## src/rtl/eth_pkg.sv

```systemverilog
// Shared Ethernet/ARP constants, the transmit FSM state type and the
// byte-wise reflected CRC-32 step used by crc32_d8.
package eth_pkg;

    localparam logic [15:0] ETH_TYPE_ARP   = 16'h0806;
    localparam logic [15:0] ETH_TYPE_IP    = 16'h0800;
    localparam logic [15:0] ARP_HTYPE_ETH  = 16'h0001;
    localparam logic [7:0]  ARP_HLEN_ETH   = 8'h06;
    localparam logic [7:0]  ARP_PLEN_IP    = 8'h04;
    localparam logic [15:0] ARP_OPER_REQ   = 16'h0001;
    localparam logic [15:0] ARP_OPER_REPLY = 16'h0002;

    localparam logic [7:0]  PREAMBLE_BYTE  = 8'h55;
    localparam logic [7:0]  SFD_BYTE       = 8'hD5;

    localparam int PREAMBLE_LEN  = 8;   // 7x 0x55 plus SFD
    localparam int ARP_HDR_LEN   = 42;  // Ethernet header + ARP payload
    localparam int MIN_FRAME_LEN = 60;
    localparam int PAD_LEN       = MIN_FRAME_LEN - ARP_HDR_LEN;
    localparam int FCS_LEN       = 4;
    localparam int IFG_LEN       = 12;

    localparam logic [31:0] CRC32_POLY      = 32'h04C11DB7;
    localparam logic [31:0] CRC32_POLY_REFL = 32'hEDB88320;  // CRC32_POLY bit-reversed
    localparam logic [31:0] CRC32_INIT      = 32'hFFFFFFFF;

    typedef enum logic [2:0] {
        ST_IDLE,
        ST_PREAMBLE,
        ST_FRAME,
        ST_PAD,
        ST_FCS,
        ST_IFG
    } arp_tx_state_t;

    // One byte of reflected CRC-32, data bits consumed LSB first.
    function automatic logic [31:0] crc32_next(input logic [31:0] crc, input logic [7:0] data);
        logic [31:0] c;
        c = crc;
        for (int i = 0; i < 8; i++) begin
            if (c[0] ^ data[i]) c = (c >> 1) ^ CRC32_POLY_REFL;
            else                c = c >> 1;
        end
        return c;
    endfunction

endpackage

```

## src/rtl/crc32_d8.sv

```systemverilog
// 8-bit-per-cycle Ethernet CRC-32 register. Output is the raw (uncomplemented)
// register; the user complements it for the FCS. Shared with the receive side.
module crc32_d8 (
    input  logic        clk,
    input  logic        rst,
    input  logic        clear,
    input  logic        enable,
    input  logic [7:0]  data,
    output logic [31:0] crc
);
    import eth_pkg::*;

    logic [31:0] crc_q, crc_d;

    // Next CRC value: clear wins over enable
    always_comb begin
        crc_d = crc_q;
        if (clear)       crc_d = CRC32_INIT;
        else if (enable) crc_d = crc32_next(crc_q, data);
    end

    // CRC register
    always_ff @(posedge clk) begin
        if (rst) crc_q <= CRC32_INIT;
        else     crc_q <= crc_d;
    end

    assign crc = crc_q;

endmodule

```

## src/rtl/arp_tx.sv

```systemverilog
// ARP reply transmitter onto GMII. One registered output stage, so a request
// accepted at edge N shows its first preamble byte after edge N+1.
// Optional build macro: ARP_TX_GRATUITOUS_EN adds garp_req (gratuitous ARP
// broadcast) with its own single-entry pending slot.
//
// state       | meaning
// ST_IDLE     | waiting for a request (live or pending)
// ST_PREAMBLE | 7x 0x55 then SFD
// ST_FRAME    | 42 header/ARP bytes, CRC accumulating
// ST_PAD      | 18 zero pad bytes, CRC accumulating
// ST_FCS      | 4 FCS bytes, LSB first
// ST_IFG      | 12 idle cycles; a pending request starts on the last one
module arp_tx (
    input  logic        aclk,
    input  logic        areset,
`ifdef ARP_TX_GRATUITOUS_EN
    input  logic        garp_req,
`endif
    input  logic        arp_data_valid,
    input  logic [47:0] rq_mac_addr,
    input  logic [31:0] rq_ip_addr,
    input  logic [47:0] mac_s_addr,
    input  logic [31:0] ip_s_addr,
    output logic [7:0]  gmii_txd,
    output logic        gmii_tx_en,
    output logic        gmii_tx_er,
    output logic        busy,
    output logic        tx_done
);
    import eth_pkg::*;

    localparam logic [5:0] PRE_LAST = 6'(PREAMBLE_LEN - 1);
    localparam logic [5:0] HDR_LAST = 6'(ARP_HDR_LEN - 1);
    localparam logic [5:0] PAD_LAST = 6'(PAD_LEN - 1);
    localparam logic [5:0] FCS_LAST = 6'(FCS_LEN - 1);
    localparam logic [5:0] IFG_LAST = 6'(IFG_LEN - 1);

    arp_tx_state_t state_q, state_d;
    logic [5:0]    cnt_q, cnt_d;

    logic          pend_rp_q, pend_rp_d;
    logic [47:0]   pend_mac_q, pend_mac_d;
    logic [31:0]   pend_ip_q, pend_ip_d;

    logic          is_garp_q, is_garp_d;
    logic [47:0]   peer_mac_q, peer_mac_d;
    logic [31:0]   peer_ip_q, peer_ip_d;
    logic [47:0]   loc_mac_q, loc_mac_d;
    logic [31:0]   loc_ip_q, loc_ip_d;

    logic [7:0]    txd_q, txd_d;
    logic          tx_en_q, tx_en_d;
    logic          tx_done_q, tx_done_d;
    logic          busy_q, busy_d;

    logic          can_start, start, start_garp;
    logic [47:0]   start_mac;
    logic [31:0]   start_ip;
    logic          garp_live, garp_pend;

    logic          crc_clear, crc_en;
    logic [31:0]   crc_val, fcs;
    logic [335:0]  hdr;
    logic [5:0]    hdr_idx;
    logic [7:0]    hdr_byte;

`ifdef ARP_TX_GRATUITOUS_EN
    logic pend_garp_q, pend_garp_d;
    assign garp_live = garp_req;
    assign garp_pend = pend_garp_q;
`else
    assign garp_live = 1'b0;
    assign garp_pend = 1'b0;
`endif

    // Start arbitration (pending reply > pending garp > live reply > live garp),
    // pending-slot capture and frame field latching
    always_comb begin
        can_start  = (state_q == ST_IDLE) || ((state_q == ST_IFG) && (cnt_q == IFG_LAST));
        start      = 1'b0;
        start_garp = 1'b0;
        start_mac  = rq_mac_addr;
        start_ip   = rq_ip_addr;
        pend_rp_d  = pend_rp_q;
        pend_mac_d = pend_mac_q;
        pend_ip_d  = pend_ip_q;
        if (can_start) begin
            if (pend_rp_q) begin
                start     = 1'b1;
                start_mac = pend_mac_q;
                start_ip  = pend_ip_q;
                pend_rp_d = 1'b0;
            end else if (garp_pend) begin
                start      = 1'b1;
                start_garp = 1'b1;
            end else if (arp_data_valid) begin
                start = 1'b1;
            end else if (garp_live) begin
                start      = 1'b1;
                start_garp = 1'b1;
            end
        end
        // A reply not started right now goes to the slot only if it was empty
        if (arp_data_valid && !pend_rp_q && !(start && !start_garp)) begin
            pend_rp_d  = 1'b1;
            pend_mac_d = rq_mac_addr;
            pend_ip_d  = rq_ip_addr;
        end
`ifdef ARP_TX_GRATUITOUS_EN
        pend_garp_d = pend_garp_q;
        if (start_garp) pend_garp_d = 1'b0;
        if (garp_live && !start_garp && !pend_garp_q) pend_garp_d = 1'b1;
`endif
        is_garp_d  = is_garp_q;
        peer_mac_d = peer_mac_q;
        peer_ip_d  = peer_ip_q;
        loc_mac_d  = loc_mac_q;
        loc_ip_d   = loc_ip_q;
        if (start) begin
            is_garp_d  = start_garp;
            peer_mac_d = start_mac;
            peer_ip_d  = start_ip;
            loc_mac_d  = mac_s_addr;
            loc_ip_d   = ip_s_addr;
        end
    end

    // Header image, first transmitted byte in the top bits
    always_comb begin
        hdr = {is_garp_q ? 48'hFFFF_FFFF_FFFF : peer_mac_q,
               loc_mac_q, ETH_TYPE_ARP, ARP_HTYPE_ETH, ETH_TYPE_IP,
               ARP_HLEN_ETH, ARP_PLEN_IP,
               is_garp_q ? ARP_OPER_REQ : ARP_OPER_REPLY,
               loc_mac_q, loc_ip_q,
               is_garp_q ? 48'h0 : peer_mac_q,
               is_garp_q ? loc_ip_q : peer_ip_q};
        hdr_idx  = HDR_LAST - cnt_q;
        hdr_byte = hdr[{hdr_idx, 3'b000} +: 8];
        fcs      = ~crc_val;
    end

    // Next state, byte counter and next registered outputs
    always_comb begin
        state_d   = state_q;
        cnt_d     = cnt_q + 6'd1;
        txd_d     = 8'h00;
        tx_en_d   = 1'b0;
        tx_done_d = 1'b0;
        crc_en    = 1'b0;
        crc_clear = start;
        case (state_q)
            ST_IDLE: begin
                cnt_d = 6'd0;
                if (start) state_d = ST_PREAMBLE;
            end
            ST_PREAMBLE: begin
                tx_en_d = 1'b1;
                txd_d   = (cnt_q == PRE_LAST) ? SFD_BYTE : PREAMBLE_BYTE;
                if (cnt_q == PRE_LAST) begin
                    state_d = ST_FRAME;
                    cnt_d   = 6'd0;
                end
            end
            ST_FRAME: begin
                tx_en_d = 1'b1;
                txd_d   = hdr_byte;
                crc_en  = 1'b1;
                if (cnt_q == HDR_LAST) begin
                    state_d = ST_PAD;
                    cnt_d   = 6'd0;
                end
            end
            ST_PAD: begin
                tx_en_d = 1'b1;
                crc_en  = 1'b1;
                if (cnt_q == PAD_LAST) begin
                    state_d = ST_FCS;
                    cnt_d   = 6'd0;
                end
            end
            ST_FCS: begin
                tx_en_d = 1'b1;
                txd_d   = fcs[{cnt_q[1:0], 3'b000} +: 8];
                if (cnt_q == FCS_LAST) begin
                    tx_done_d = 1'b1;
                    state_d   = ST_IFG;
                    cnt_d     = 6'd0;
                end
            end
            ST_IFG: begin
                if (cnt_q == IFG_LAST) begin
                    state_d = start ? ST_PREAMBLE : ST_IDLE;
                    cnt_d   = 6'd0;
                end
            end
            default: begin
                state_d = ST_IDLE;
                cnt_d   = 6'd0;
            end
        endcase
        busy_d = (state_d != ST_IDLE);
    end

    crc32_d8 u_crc (
        .clk    (aclk),
        .rst    (areset),
        .clear  (crc_clear),
        .enable (crc_en),
        .data   (txd_d),
        .crc    (crc_val)
    );

    // State, slots, latched fields and output registers
    always_ff @(posedge aclk) begin
        if (areset) begin
            state_q    <= ST_IDLE;
            cnt_q      <= 6'd0;
            pend_rp_q  <= 1'b0;
            pend_mac_q <= 48'h0;
            pend_ip_q  <= 32'h0;
            is_garp_q  <= 1'b0;
            peer_mac_q <= 48'h0;
            peer_ip_q  <= 32'h0;
            loc_mac_q  <= 48'h0;
            loc_ip_q   <= 32'h0;
            txd_q      <= 8'h00;
            tx_en_q    <= 1'b0;
            tx_done_q  <= 1'b0;
            busy_q     <= 1'b0;
        end else begin
            state_q    <= state_d;
            cnt_q      <= cnt_d;
            pend_rp_q  <= pend_rp_d;
            pend_mac_q <= pend_mac_d;
            pend_ip_q  <= pend_ip_d;
            is_garp_q  <= is_garp_d;
            peer_mac_q <= peer_mac_d;
            peer_ip_q  <= peer_ip_d;
            loc_mac_q  <= loc_mac_d;
            loc_ip_q   <= loc_ip_d;
            txd_q      <= txd_d;
            tx_en_q    <= tx_en_d;
            tx_done_q  <= tx_done_d;
            busy_q     <= busy_d;
        end
    end

`ifdef ARP_TX_GRATUITOUS_EN
    // Gratuitous-ARP pending slot
    always_ff @(posedge aclk) begin
        if (areset) pend_garp_q <= 1'b0;
        else        pend_garp_q <= pend_garp_d;
    end
`endif

    assign gmii_txd   = txd_q;
    assign gmii_tx_en = tx_en_q;
    assign gmii_tx_er = 1'b0;
    assign busy       = busy_q;
    assign tx_done    = tx_done_q;

endmodule

```

## config.mk

```make
export PLATFORM = sky130hd
export DESIGN_NAME = arp_tx
export DESIGN_NICKNAME = d
export VERILOG_FILES = /design/src/rtl/eth_pkg.sv /design/src/rtl/crc32_d8.sv /design/src/rtl/arp_tx.sv
export SDC_FILE = /design/constraint.sdc
export NUM_CORES = 1
export LEC_CHECK = 0
export ABC_AREA = 0
export CAP_MARGIN = 20
export CORE_MARGIN = 2
export CORE_UTILIZATION = 25
export CTS_BUF_LIST = sky130_fd_sc_hd__clkbuf_16
export CTS_CLUSTER_DIAMETER = 50
export DETAILED_ROUTE_END_ITERATION = 10
export GPL_ROUTABILITY_DRIVEN = 1
export SYNTH_ARGS = -nofsm -noshare
export SYNTH_HDL_FRONTEND = slang
export SYNTH_SLANG_ARGS = --single-unit
export TNS_END_PERCENT = 5
```

## constraint.sdc

```tcl
create_clock -name aclk -period 5.4 [get_ports aclk]
set_input_delay 1.08 -clock aclk [delete_from_list [all_inputs] [get_ports aclk]]
set_output_delay 1.08 -clock aclk [all_outputs]
set_load 0.05 [all_outputs]
```

# --- Word level (Yosys, flattened, before mapping) ---
# Index checks and enable logic that the tools add are counted.
word_totals:
  ff_bits: 293
  latch_bits: 0
  mem_bits_rw: 0
  rom_bits: 0
  in_bits: 163
  out_inout_bits: 12
  word_cells: 109
  mem_count: 0
classes:
  n_addsub: 2
  n_mul: 0
  div_mod_pow: 0
  n_lt_le_gt_ge: 0
  eq_ne: 10
  shift: 2
  muxes: 50
  bitwise: 18
  n_reduce_logical: 13
ops:
  columns: ["op", "count"]
  rows:
  - ["32-bit 2-to-1 mux", 24]
  - ["336-bit by 10-bit variable part select with 8-bit output", 1]
  - ["13-bit NOT with 14-bit output", 8]
  - ["48-bit 2-to-1 mux", 2]
  - ["32-bit NOT", 1]
  - ["32-bit by 6-bit variable part select with 8-bit output", 1]
  - ["6-bit 2-to-1 mux", 5]
  - ["6-bit case mux with 5 select lines", 1]
  - ["8-bit case mux with 3 select lines", 1]
  - ["3-bit 2-to-1 mux", 6]
  - ["3-bit case mux with 6 select lines", 1]
  - ["1-bit 2-to-1 mux", 9]
  - ["8-bit 2-to-1 mux", 1]
  - ["1-bit bitwise XOR", 8]
  - ["6-bit by 1-bit adder with 6-bit output (second input constant)", 1]
  - ["3-bit by 2-bit == test with 1-bit output (second input constant)", 2]
  - ["3-bit == test (second input constant)", 2]
  - ["6-bit by 2-bit == test with 1-bit output (second input constant)", 1]
  - ["6-bit by 3-bit == test with 1-bit output (second input constant)", 1]
  - ["6-bit by 4-bit == test with 1-bit output (second input constant)", 1]
  - ["6-bit by 5-bit == test with 1-bit output (second input constant)", 1]
  - ["6-bit == test (second input constant)", 1]
  - ["2-bit OR reduction", 3]
  - ["6-bit subtractor (first input constant)", 1]
  - ["9 further kinds", 12]

# --- Depth between registers and ports, before layout ---
# Gate-level depths: netlist of run 1.
logic_depth:
  depth_word: 33
  mapped_depth: 17
  ltp_nobuf: 11

# --- Modules after synthesis ---
# A second synthesis of run 1 with hierarchy kept.
hier_totals:
  cells_unflattened: 1600
  area_unflattened_um2: 13812.0
by_module_without_submodules:
  columns: ["mod", "instances", "cells_each", "area_each_um2", "seq_area_each_um2"]
  rows:
  - ["arp_tx", 1, 1402, 11972.7, 5225.0]
  - ["crc32_d8", 1, 198, 1839.3, 640.6]

# --- Least setup slack after synthesis of run 1 ---
# Ideal clock, no wire load.
synth_path:
  path_type: "flip-flop to flip-flop"
  startpoint: "register cnt_q[2]"
  endpoint: "register u_crc.crc_q[15], in the netlist u_crc.crc[15]"
  setup_ns: 0.069
  arrival_ns: 3.810
  required_ns: 5.331
  path_slack_ns: 1.521
  stages_incl_launch_ff: 15
  path_buffers: 3
  synth_period_minus_slack_ns: 3.879
  cell_sequence: "dfxtp_1 -> clkbuf_1 -> inv_1 -> ha_1 -> buf_4 -> mux4_2 -> a2bb2oi_1 -> nor2_1 -> o311ai_1 -> nor3_1 -> or4_1 -> buf_2 -> xnor3_1 -> xor3_1 -> o21ai_1"
synth_via:
  elab_chain_len: 26
  word_cells_on_any_way: 36
  cone_classes: "add/sub (1); eq/ne (2); shift (1); mux (22); bitwise (7); reduce/logical (3)"
synth_rtl:
  columns: ["item", "line", "rtl"]
  rows:
  - ["from (decl)", "arp_tx.sv:39", "logic [5:0] cnt_q, cnt_d;"]
  - ["from (signal assigned)", "arp_tx.sv:232", "cnt_q <= cnt_d;"]
  - ["6-bit subtractor", "arp_tx.sv:137", "hdr_idx = HDR_LAST - cnt_q;"]
  - ["336-bit by 10-bit variable part select with 8-bit output", "arp_tx.sv:138", "hdr_byte = hdr[{hdr_idx, 3'b000} +: 8];"]
  - ["8-bit case mux with 3 select lines", "arp_tx.sv:151", "case (state_q)"]
  - ["1-bit bitwise XOR", "eth_pkg.sv:41", "if (c[0] ^ data[i]) c = (c >> 1) ^ CRC32_POLY_REFL;"]
  - ["32-bit 2-to-1 mux", "eth_pkg.sv:41", null]
  - ["32-bit 2-to-1 mux", "crc32_d8.sv:19", "else if (enable) crc_d = crc32_next(crc_q, data);"]
  - ["32-bit 2-to-1 mux", "crc32_d8.sv:18", "if (clear) crc_d = CRC32_INIT;"]
  - ["13-bit NOT with 14-bit output (no source line)", null, null]
  - ["[... 10 more ...]", null, null]
  - ["32-bit 2-to-1 mux", "eth_pkg.sv:41", null]
  - ["32-bit 2-to-1 mux", "crc32_d8.sv:19", null]
  - ["32-bit 2-to-1 mux", "crc32_d8.sv:18", null]
  - ["32-bit 2-to-1 mux", "eth_pkg.sv:41", null]
  - ["32-bit 2-to-1 mux", "crc32_d8.sv:19", null]
  - ["32-bit 2-to-1 mux", "crc32_d8.sv:18", null]
  - ["13-bit NOT with 14-bit output (no source line)", null, null]
  - ["32-bit 2-to-1 mux", "eth_pkg.sv:41", null]
  - ["to (signal assigned)", "crc32_d8.sv:25", "else crc_q <= crc_d;"]
  - ["to (decl)", "crc32_d8.sv:13", "logic [31:0] crc_q, crc_d;"]
# Parallel ways exist; a longest one is shown, timed or not. The select of a mux whose other input is x is not followed.
# A chain may end at the register's enable or synchronous reset.

# --- Final worst setup path of run 1 ---
# Ends and elaborated chain as after synthesis.

==> results of run 1 <==
[metal layers]
| metal | GRT usage [%] | up-vias | part of all wire [%] |
|---|---|---|---|
| li1 | - | 6483 | - |
| met1 | 20.5 | 6414 | 45 |
| met2 | 25.0 | 374 | 48 |
| met3 | 2.86 | 72 | 5.7 |
| met4 | 4.54 | 0 | 2.3 |
| met5 | 0 | - | 0 |
[cell usage after synthesis (all sizes together), types with 3 or more instances]
cell,count,area [um^2]
nand4,8,50.1
a21o,3,22.5
a22oi,4,30.0
a21oi,217,1090
clkbuf,123,462
o21ai,88,459
o22ai,3,18.8
o21a,5,37.5
a31oi,4,46.3
nand2b,12,75.1
xor3,5,119
o31ai,4,43.8
ha,7,87.6
nor3,21,105
a211oi,59,458
o211ai,14,105
nand3,22,115
inv,11,41.3
a211o,5,43.8
xnor3,14,315
buf,33,313
or3,29,181
xor2,18,195
or4,3,22.5
nand2,403,1510
dfxtp,293,5870
and3,4,25.0
nor2b,8,50.1
o221ai,31,272
xnor2,37,470
mux2i,24,240
or2,6,37.5
nor4,6,43.8
mux2,4,45.0
mux4,36,830
nor2,224,841
[cell type report]
cell class | count | area share, %
clock buffers | 39 | 5.29
flip-flops and latches | 293 | 31.8
well taps | 773 | 5.24
inverters | 13 | 0.264
diodes | 2 | 0.0271
repair buffers | 201 | 10.8
multi-input cells | 1362 | 45.2
clock inverters | 29 | 1.32
[worst paths after layout]
check / endpoint / slack [ns] / depth (start not counted)
setup / recovery: u_crc.crc[15] / 0.93 / 11
hold / removal: pend_mac_q[35] / 0.45 / 2
setup reg to reg: u_crc.crc[15] / 0.93 / 11
hold reg to reg: pend_mac_q[35] / 0.45 / 2
[power breakdown]
group / internal [W] / switching, W
Combinational: 0.000377 / 0.000468
Clock: 0.00147 / 0.00101
Sequential: 0.00230 / 0.0000858
[stage by stage]
stage,area [um^2],hold slack (ns),std cells,setup WS [ns],util (%)
after floorplan,15000,0.432,1824,1.52,-
after global placement,17200,0.438,2639,0.967,29.0
after detailed placement,17200,0.443,2639,0.940,29.0
after CTS,18400,0.451,2707,0.916,31.1
after global routing,18500,0.464,2712,0.706,31.2
final,18500,0.448,2712,0.930,31.2
[logic make-up after synthesis]
| kind of cell | after synthesis | synth area share (%) |
|---|---|---|
| AOI/OAI and AO/OA | 460 | 19.0 |
| xor gates and xnor gates | 74 | 7.34 |
| muxes | 64 | 7.44 |
| DFF | 293 | 39.1 |
| adders and majority gates | 7 | 0.584 |
| buffers and inverters | 169 | 5.49 |
| other | 1 | 0.0250 |
| and+or+nand+nor | 756 | 21.0 |
[flip-flops by register name (all words and copies together) (netlist names), 3 cells and up]
name,cells
loc_mac_q,48
peer_mac_q,48
pend_mac_q,48
loc_ip_q,32
peer_ip_q,32
pend_ip_q,32
u_crc.crc,32
gmii_txd,8
cnt_q,6
state_q,3
[worst min-delay path, delay by kind of cell (launching register included)]
kind | cells | cell delay [ns]
compound gates | 1 | 0.05
flops | 1 | 0.30
simple gates | 1 | 0.05
==> results.txt, run 1 <==
Hold Vio Cnt, Final: 0
Area Growth Syn to Fin: 23.1%
CP startpoint: cnt_q[2]
Final min period: 4.47 ns
Vias in the first global route: 12825
TritonCTS clock tree: done
Largest net degree at the start of global routing: 109
Slew Viols, Final: 0
Crit path max-delay cell type: or4_1
Vias: 13343
Num ports: 175
Startpoint Class: flop
Multi-input logic area: 8340 um^2
YS warnings: 0
PwrDens: 310 nW/um^2
Post-CTS sizing: 0
Synth Register Bits: 293
Main synth FF type: dfxtp_1
Worst Hold Launch: pend_mac_q[35]
Reg-to-reg critical path startpoint: cnt_q[2]
Synth Instances: 1824
Die X: 249 um
CTS clk-pin slew, worst paths: 0.06 ns
Hold buffers post-CTS: 0
Slew @ Worst Pin: 1.02 ns
RSZ-0062 raised after global routing: false
DRT iter0 DRCs: 933
Commonest non-fill, non-tap cell in the layout: nand2_1
DR vias/cell: 4.92
Worst Path Required: 5.87 ns
Synth cell types: 81
EDFF count, synth: 0
Port Buf Inserts: 173
Outcome: complete, no violations
Routability cong.: 0.877
Max-cap violation count: 0
Die Ht: 249 um
DRT Pass-1 Iters: 5
Layout cells sized above 1: 8.57%
Aggregate routed wire length: 48700 um
Fin Setup TNS: 0 ns
Starting Density: 25.4%
TritonCTS buffer count: 37
Total GRT Usage: 15.3%
Post-CTS Setup Bufs: 0
Post-route ant nets: 0
WP data arrival: 4.94 ns
CTS max path bufs: 3
First-pass GRT wire length: 75400 um
Critical path, cell by cell: inv_1, ha_1, mux4_2, a2bb2oi_1, nor2_1, o311ai_1, nor3_1, or4_1, xnor3_1, xor3_1, o21ai_1
Total gr overflow: 0
Syn avg cell area: 8.22 um^2
Residual DRC count: 0
DP HPWL: 33300 um
Max incr delay on CP: 0.79 ns
FFs w/ async S/R, synth: 0%
Syn nets: 1994
Setup violators final: 0
Leak: 6.57 nW
CP Max Fanout: 12
VDD IR max: 161 uV
Cell area after synthesis: 15000 um^2
CP top delay family: simple AND/OR/NAND/NOR gates
Critical path capture point type: flop
CTS root buffer: clkbuf_16
Leading cell types in the layout, fill and taps excluded: 403 x nand2_1, 290 x dfxtp_1, 222 x nor2_1
Final nets: 2078
H-tree depth: 2
Total power: 0.00571 W
Flip-flop and latch area: 5870 um^2
HP Class: flop to flop
Worst skew pair latency: 0.54 ns
Fmax: 224 MHz
Crit path kind: flop to flop
Buf/Inv on CP: 1
Seq/Total Area, Yosys: 39.1%
Die area: 61900 um^2
Max_slew headroom: 32.2%
Number of clock sinks: 293
Initial antenna violation count: 2
FILL cells: 6131
FP Rows: 89
Fin Clk Skew: 0.0249 ns
Area of the core: 59100 um^2
Post-route clock period utilization: 82.8%
Post-DR wirelength/cell: 17.9 um
Power figures use the tool's default switching activity.
==> run 2: changes to the inputs <==
==> constraint.sdc (replaced) <==
create_clock -name aclk -period 4.35 [get_ports aclk]
set_input_delay 0.87 -clock aclk [delete_from_list [all_inputs] [get_ports aclk]]
set_output_delay 0.87 -clock aclk [all_outputs]
set_load 0.05 [all_outputs]
==> results.txt, run 2 (synthesis gave the netlist of run 1 again) <==
Final min period: 3.85 ns
Reg-to-Reg End: u_crc.crc[26]
Hold Vio Cnt, Final: 0
WP data arrival: 4.33 ns
DP HPWL: 34200 um
Routability cong.: 0.855
Port Buf Inserts: 173
Area Growth Syn to Fin: 23.1%
HP Class: flop to flop
Post-CTS sizing: 0
Number of clock sinks: 293
Worst slack, placed: 0.510 ns
Vias: 13315
Residual DRC count: 0
Hold buffers post-CTS: 0
Largest net degree at the start of global routing: 111
Top Registers: loc_mac_q x48, peer_mac_q x48, pend_mac_q x48
Most used cell, CP: buf_4
CTS clk-pin slew, worst paths: 0.06 ns
Post-CTS Setup Bufs: 0
Wl on met1: 22200 um
Worst reg2reg path depth: 13
DRT Pass-1 Iters: 5
Starting Density: 25.4%
Die X: 249 um
Min-Delay Path Depth: 2
Aggregate routed wire length: 49100 um
H-tree depth: 2
Critical path, cell by cell: inv_2, ha_1, xor2_1, buf_4, nor2_1, a21o_1, o311ai_1, nor3_1, or4_1, buf_4, xnor2_1, xnor3_1, o21ai_1
VDD IR max: 294 uV
Total GRT Usage: 15.5%
Commonest non-fill, non-tap cell in the layout: nand2_1
First-pass GRT wire length: 76600 um
Reg-to-reg critical path startpoint: cnt_q[1]
Flop-to-flop setup slack: 0.50 ns
Leading cell types in the layout, fill and taps excluded: 403 x nand2_1, 290 x dfxtp_1, 222 x nor2_1
CP Max Fanout: 10
Max-cap violation count: 0
DR vias/cell: 4.90
Max_slew headroom: 30.6%
Worst skew pair latency: 0.55 ns
Clock power frac: 42.2%
P_sw: 0.00195 W
Max Used Layer: met4
Post-route ant nets: 0
FILL cells: 6142
Comb pwr share: 15.2%
Final nets: 2089
Fmax: 260 MHz
Total gr overflow: 0
Vias in the first global route: 12863
CTS max path bufs: 3
Post-route clock period utilization: 88.5%
Final worst setup slack: 0.498 ns
Worst Path Required: 4.82 ns
Buf/Inv on CP: 3
PwrDens: 377 nW/um^2
Routed wl met2: 23500 um
RSZ-0062 raised after global routing: false
CTS root buffer: clkbuf_16
Area of the core: 59100 um^2
Worst Hold Launch: loc_mac_q[33]
DRT iter0 DRCs: 1089
Metal3 WL: 2450 um
Die Ht: 249 um
Post-DR wirelength/cell: 18.0 um
FP Rows: 89
Layout cells sized above 1: 8.68%
Fin Setup TNS: 0 ns
Leak: 6.60 nW
Initial antenna violation count: 1
TritonCTS buffer count: 37
Max incr delay on CP: 0.63 ns
Outcome: complete, no violations
Slew Viols, Final: 0
Crit path kind: flop to flop
Num ports: 175
Sequential share of power: 42.7%
Slew @ Worst Pin: 1.04 ns
Startpoint Class: flop
Setup violators final: 0
Hold EP: loc_mac_q[33]
Int Pwr: 0.00500 W
Die area: 61900 um^2
Critical path capture point type: flop
Crit path max-delay cell type: or4_1
Switching power share of the total: 28.1%
CP top delay family: XOR/XNOR gates
Cell count along the critical path: 13
Fin Clk Skew: 0.0151 ns
TritonCTS clock tree: done
[run 2: how the worst max path moves through the flow]
stage,start,end,slack [ns]
6_report,cnt_q[1],u_crc.crc[26],0.50
5_1_grt,cnt_q[1],u_crc.crc[26],0.16
4_1_cts,cnt_q[1],u_crc.crc[26],0.48
3_5_place_dp,cnt_q[1],u_crc.crc[26],0.51
3_3_place_gp,cnt_q[1],u_crc.crc[15],0.51
2_1_floorplan,cnt_q[2],u_crc.crc[15],0.47
[run 2: power groups by stage]
stage / sequential [W] / clock [W] / combinational (W)
after floorplan: 0.00299 / 0 / 0.000676
after CTS: 0.00297 / 0.00299 / 0.00106
final: 0.00297 / 0.00293 / 0.00105
after detailed placement: 0.00302 / 0 / 0.00106
after global routing: 0.00299 / 0.00311 / 0.00116
after global placement: 0.00302 / 0 / 0.00104
[run 2: stage by stage]
| stage | util, % | std cells | hold WS [ns] | total power (W) | area [um^2] |
|---|---|---|---|---|---|
| 2_1_floorplan | - | 1824 | 0.432 | 0.00367 | 15000 |
| 3_3_place_gp | 29.2 | 2652 | 0.437 | 0.00406 | 17300 |
| 3_5_place_dp | 29.3 | 2653 | 0.444 | 0.00408 | 17300 |
| 4_1_cts | 31.2 | 2719 | 0.451 | 0.00702 | 18500 |
| 5_1_grt | 31.2 | 2720 | 0.469 | 0.00726 | 18500 |
| 6_report | 31.2 | 2720 | 0.451 | 0.00695 | 18500 |
[run 2: per-layer routing]
layer,track usage (%),vias to the layer above
met5,0,-
met4,3.93,0
met3,2.52,63
met2,25.9,363
met1,20.8,6387
li1,-,6502
[run 2: worst reg2reg max path, stage by stage (launching register included)]
cell and delay (ns):
dfxtp_2 0.34, inv_2 0.05, ha_1 0.35, xor2_1 0.37
buf_4 0.25, nor2_1 0.07, a21o_1 0.16, o311ai_1 0.51
nor3_1 0.08, or4_1 0.63, buf_4 0.24, xnor2_1 0.20
xnor3_1 0.42, o21ai_1 0.12
[run 2: cell type report]
class	count	area [um^2]	area share, %
diodes	1	2.50	0.0136
clock buffers	38	951	5.15
clock inverters	28	208	1.13
inverters	13	48.8	0.264
multi-input cells	1362	8340	45.2
flip-flops and latches	293	5870	31.8
well taps	773	967	5.24
repair buffers	212	2070	11.2
==> run 3: changes to the inputs <==
--- a/config.mk
+++ b/config.mk
@@ -7,12 +7,15 @@
 export LEC_CHECK = 0
 export ABC_AREA = 0
 export CAP_MARGIN = 20
+export CELL_PAD_IN_SITES_DETAIL_PLACEMENT = 1
+export CELL_PAD_IN_SITES_GLOBAL_PLACEMENT = 1
 export CORE_MARGIN = 2
 export CORE_UTILIZATION = 25
 export CTS_BUF_LIST = sky130_fd_sc_hd__clkbuf_16
 export CTS_CLUSTER_DIAMETER = 50
 export DETAILED_ROUTE_END_ITERATION = 10
 export GPL_ROUTABILITY_DRIVEN = 1
+export PLACE_DENSITY_LB_ADDON = 0.1
 export SYNTH_ARGS = -nofsm -noshare
 export SYNTH_HDL_FRONTEND = slang
 export SYNTH_SLANG_ARGS = --single-unit
==> results.txt, run 3 (synthesis gave the netlist of run 1 again) <==
RSZ-0062 raised after global routing: false
Fmax: 250 MHz
Vias: 13376
Port Buf Inserts: 173
Critical path capture point type: flop
VDD IR max: 262 uV
FP Rows: 89
DRT Pass-1 Iters: 5
Design area: 19000 um^2
Fin Clk Skew: 0.0212 ns
Post-route ant nets: 0
Aggregate routed wire length: 55000 um
DP HPWL: 36900 um
Layout cells sized above 1: 9.72%
CTS max path bufs: 3
Number of clock sinks: 293
CTS clk-pin slew, worst paths: 0.06 ns
Die area: 61900 um^2
Largest net degree at the start of global routing: 116
Starting Density: 25.4%
Hold buffers post-CTS: 0
First-pass GRT wire length: 85900 um
TritonCTS buffer count: 47
Final Core Density: 32.1%
Leak: 6.82 nW
Post-DR wirelength/cell: 20.1 um
H-tree depth: 2
Crit path kind: flop to flop
Post-route clock period utilization: 91.8%
Reg-to-reg critical path startpoint: cnt_q[2]
DR vias/cell: 4.89
WP data arrival: 4.50 ns
Diode count: 0
CP Capture Point: u_crc.crc[15]
TritonCTS clock tree: done
Vias in the first global route: 13939
Total gr overflow: 0
Post-DP Area: 17300 um^2
Num ports: 175
PwrDens: 422 nW/um^2
Post-CTS Setup Bufs: 0
Startpoint Class: flop
Total power: 0.00800 W
Total GRT Usage: 17.6%
HP Class: flop to flop
FILL cells: 6840
Residual DRC count: 0
Min Hold Slack: 0.449 ns
Area of the core: 59100 um^2
Final min period: 3.99 ns
CP Max Fanout: 26
Top Registers: loc_mac_q x48, peer_mac_q x48, pend_mac_q x48
Slew @ Worst Pin: 1.04 ns
CTS root buffer: clkbuf_16
Max-cap violation count: 0
Setup violators final: 0
Die Ht: 249 um
Routability cong.: 0.852
Worst reg2reg path depth: 12
Worst skew pair latency: 0.58 ns
Reg-to-Reg End: u_crc.crc[15]
Initial antenna violation count: 0
Post-CTS sizing: 0
Outcome: complete, no violations
Flop-to-flop setup slack: 0.36 ns
Hold Vio Cnt, Final: 0
Die X: 249 um
Worst Path Required: 4.86 ns
Area Growth Syn to Fin: 26.4%
Final nets: 2098
Commonest non-fill, non-tap cell in the layout: nand2_1
Fin Setup TNS: 0 ns
DRT iter0 DRCs: 673
Slew Viols, Final: 0
CP startpoint: cnt_q[2]
Leading cell types in the layout, fill and taps excluded: 403 x nand2_1, 290 x dfxtp_1, 222 x nor2_1
Max_slew headroom: 30.9%
-- run 3: area by class of cell --
type | count | area, um^2 | area share, %
inverters | 13 | 48.8 | 0.257
clock inverters | 38 | 429 | 2.26
well taps | 773 | 967 | 5.10
clock buffers | 48 | 1200 | 6.34
repair buffers | 211 | 2100 | 11.1
flip-flops and latches | 293 | 5870 | 31.0
multi-input cells | 1362 | 8340 | 44.0
-- run 3: worst min path at each step --
| stage | startpoint | end | depth (start not counted) |
|---|---|---|---|
| global route | loc_mac_q[32] | loc_mac_q[32] | 2 |
| CTS | pend_mac_q[34] | pend_mac_q[34] | 2 |
| detailed placement | pend_ip_q[10] | pend_ip_q[10] | 2 |
| floorplan | loc_mac_q[41] | loc_mac_q[41] | 2 |
| global placement | pend_mac_q[43] | pend_mac_q[43] | 2 |
| finish | pend_ip_q[5] | pend_ip_q[5] | 2 |
-- run 3: worst max-delay path, stage by stage (launching register included) --
cell and delay, ns:
dfxtp_1 0.34, inv_1 0.05, ha_1 0.31, buf_4 0.32, inv_1 0.25, nand3_1 0.24, o21ai_1 0.14, o311ai_1 0.54
nor3_1 0.10, or4_1 0.62, xnor3_1 0.47, xor3_1 0.40, o21ai_1 0.12
-- run 3: routing by layer --
metal | GRT usage (%) | vias to the layer above | wire length, um
met4 | 5.73 | 0 | 1470
met5 | 0 | - | 0
met2 | 28.8 | 201 | 25600
li1 | - | 6522 | -
met3 | 2.62 | 73 | 1660
met1 | 23.8 | 6580 | 26300
-- run 3: per-stage QoR --
| step | cells | worst slack [ns] |
|---|---|---|
| after CTS | 2736 | 0.327 |
| after global routing | 2738 | 0.0343 |
| after detailed placement | 2650 | 0.363 |
| final | 2738 | 0.357 |
| after floorplan | 1824 | 0.471 |
| after global placement | 2650 | 0.452 |
-- run 3: power by group --
| group | internal, W | switching [W] |
|---|---|---|
| Clock | 0.00249 | 0.00145 |
| Sequential | 0.00286 | 0.000112 |
| Combinational | 0.000471 | 0.000616 |
| Total | 0.00582 | 0.00218 |
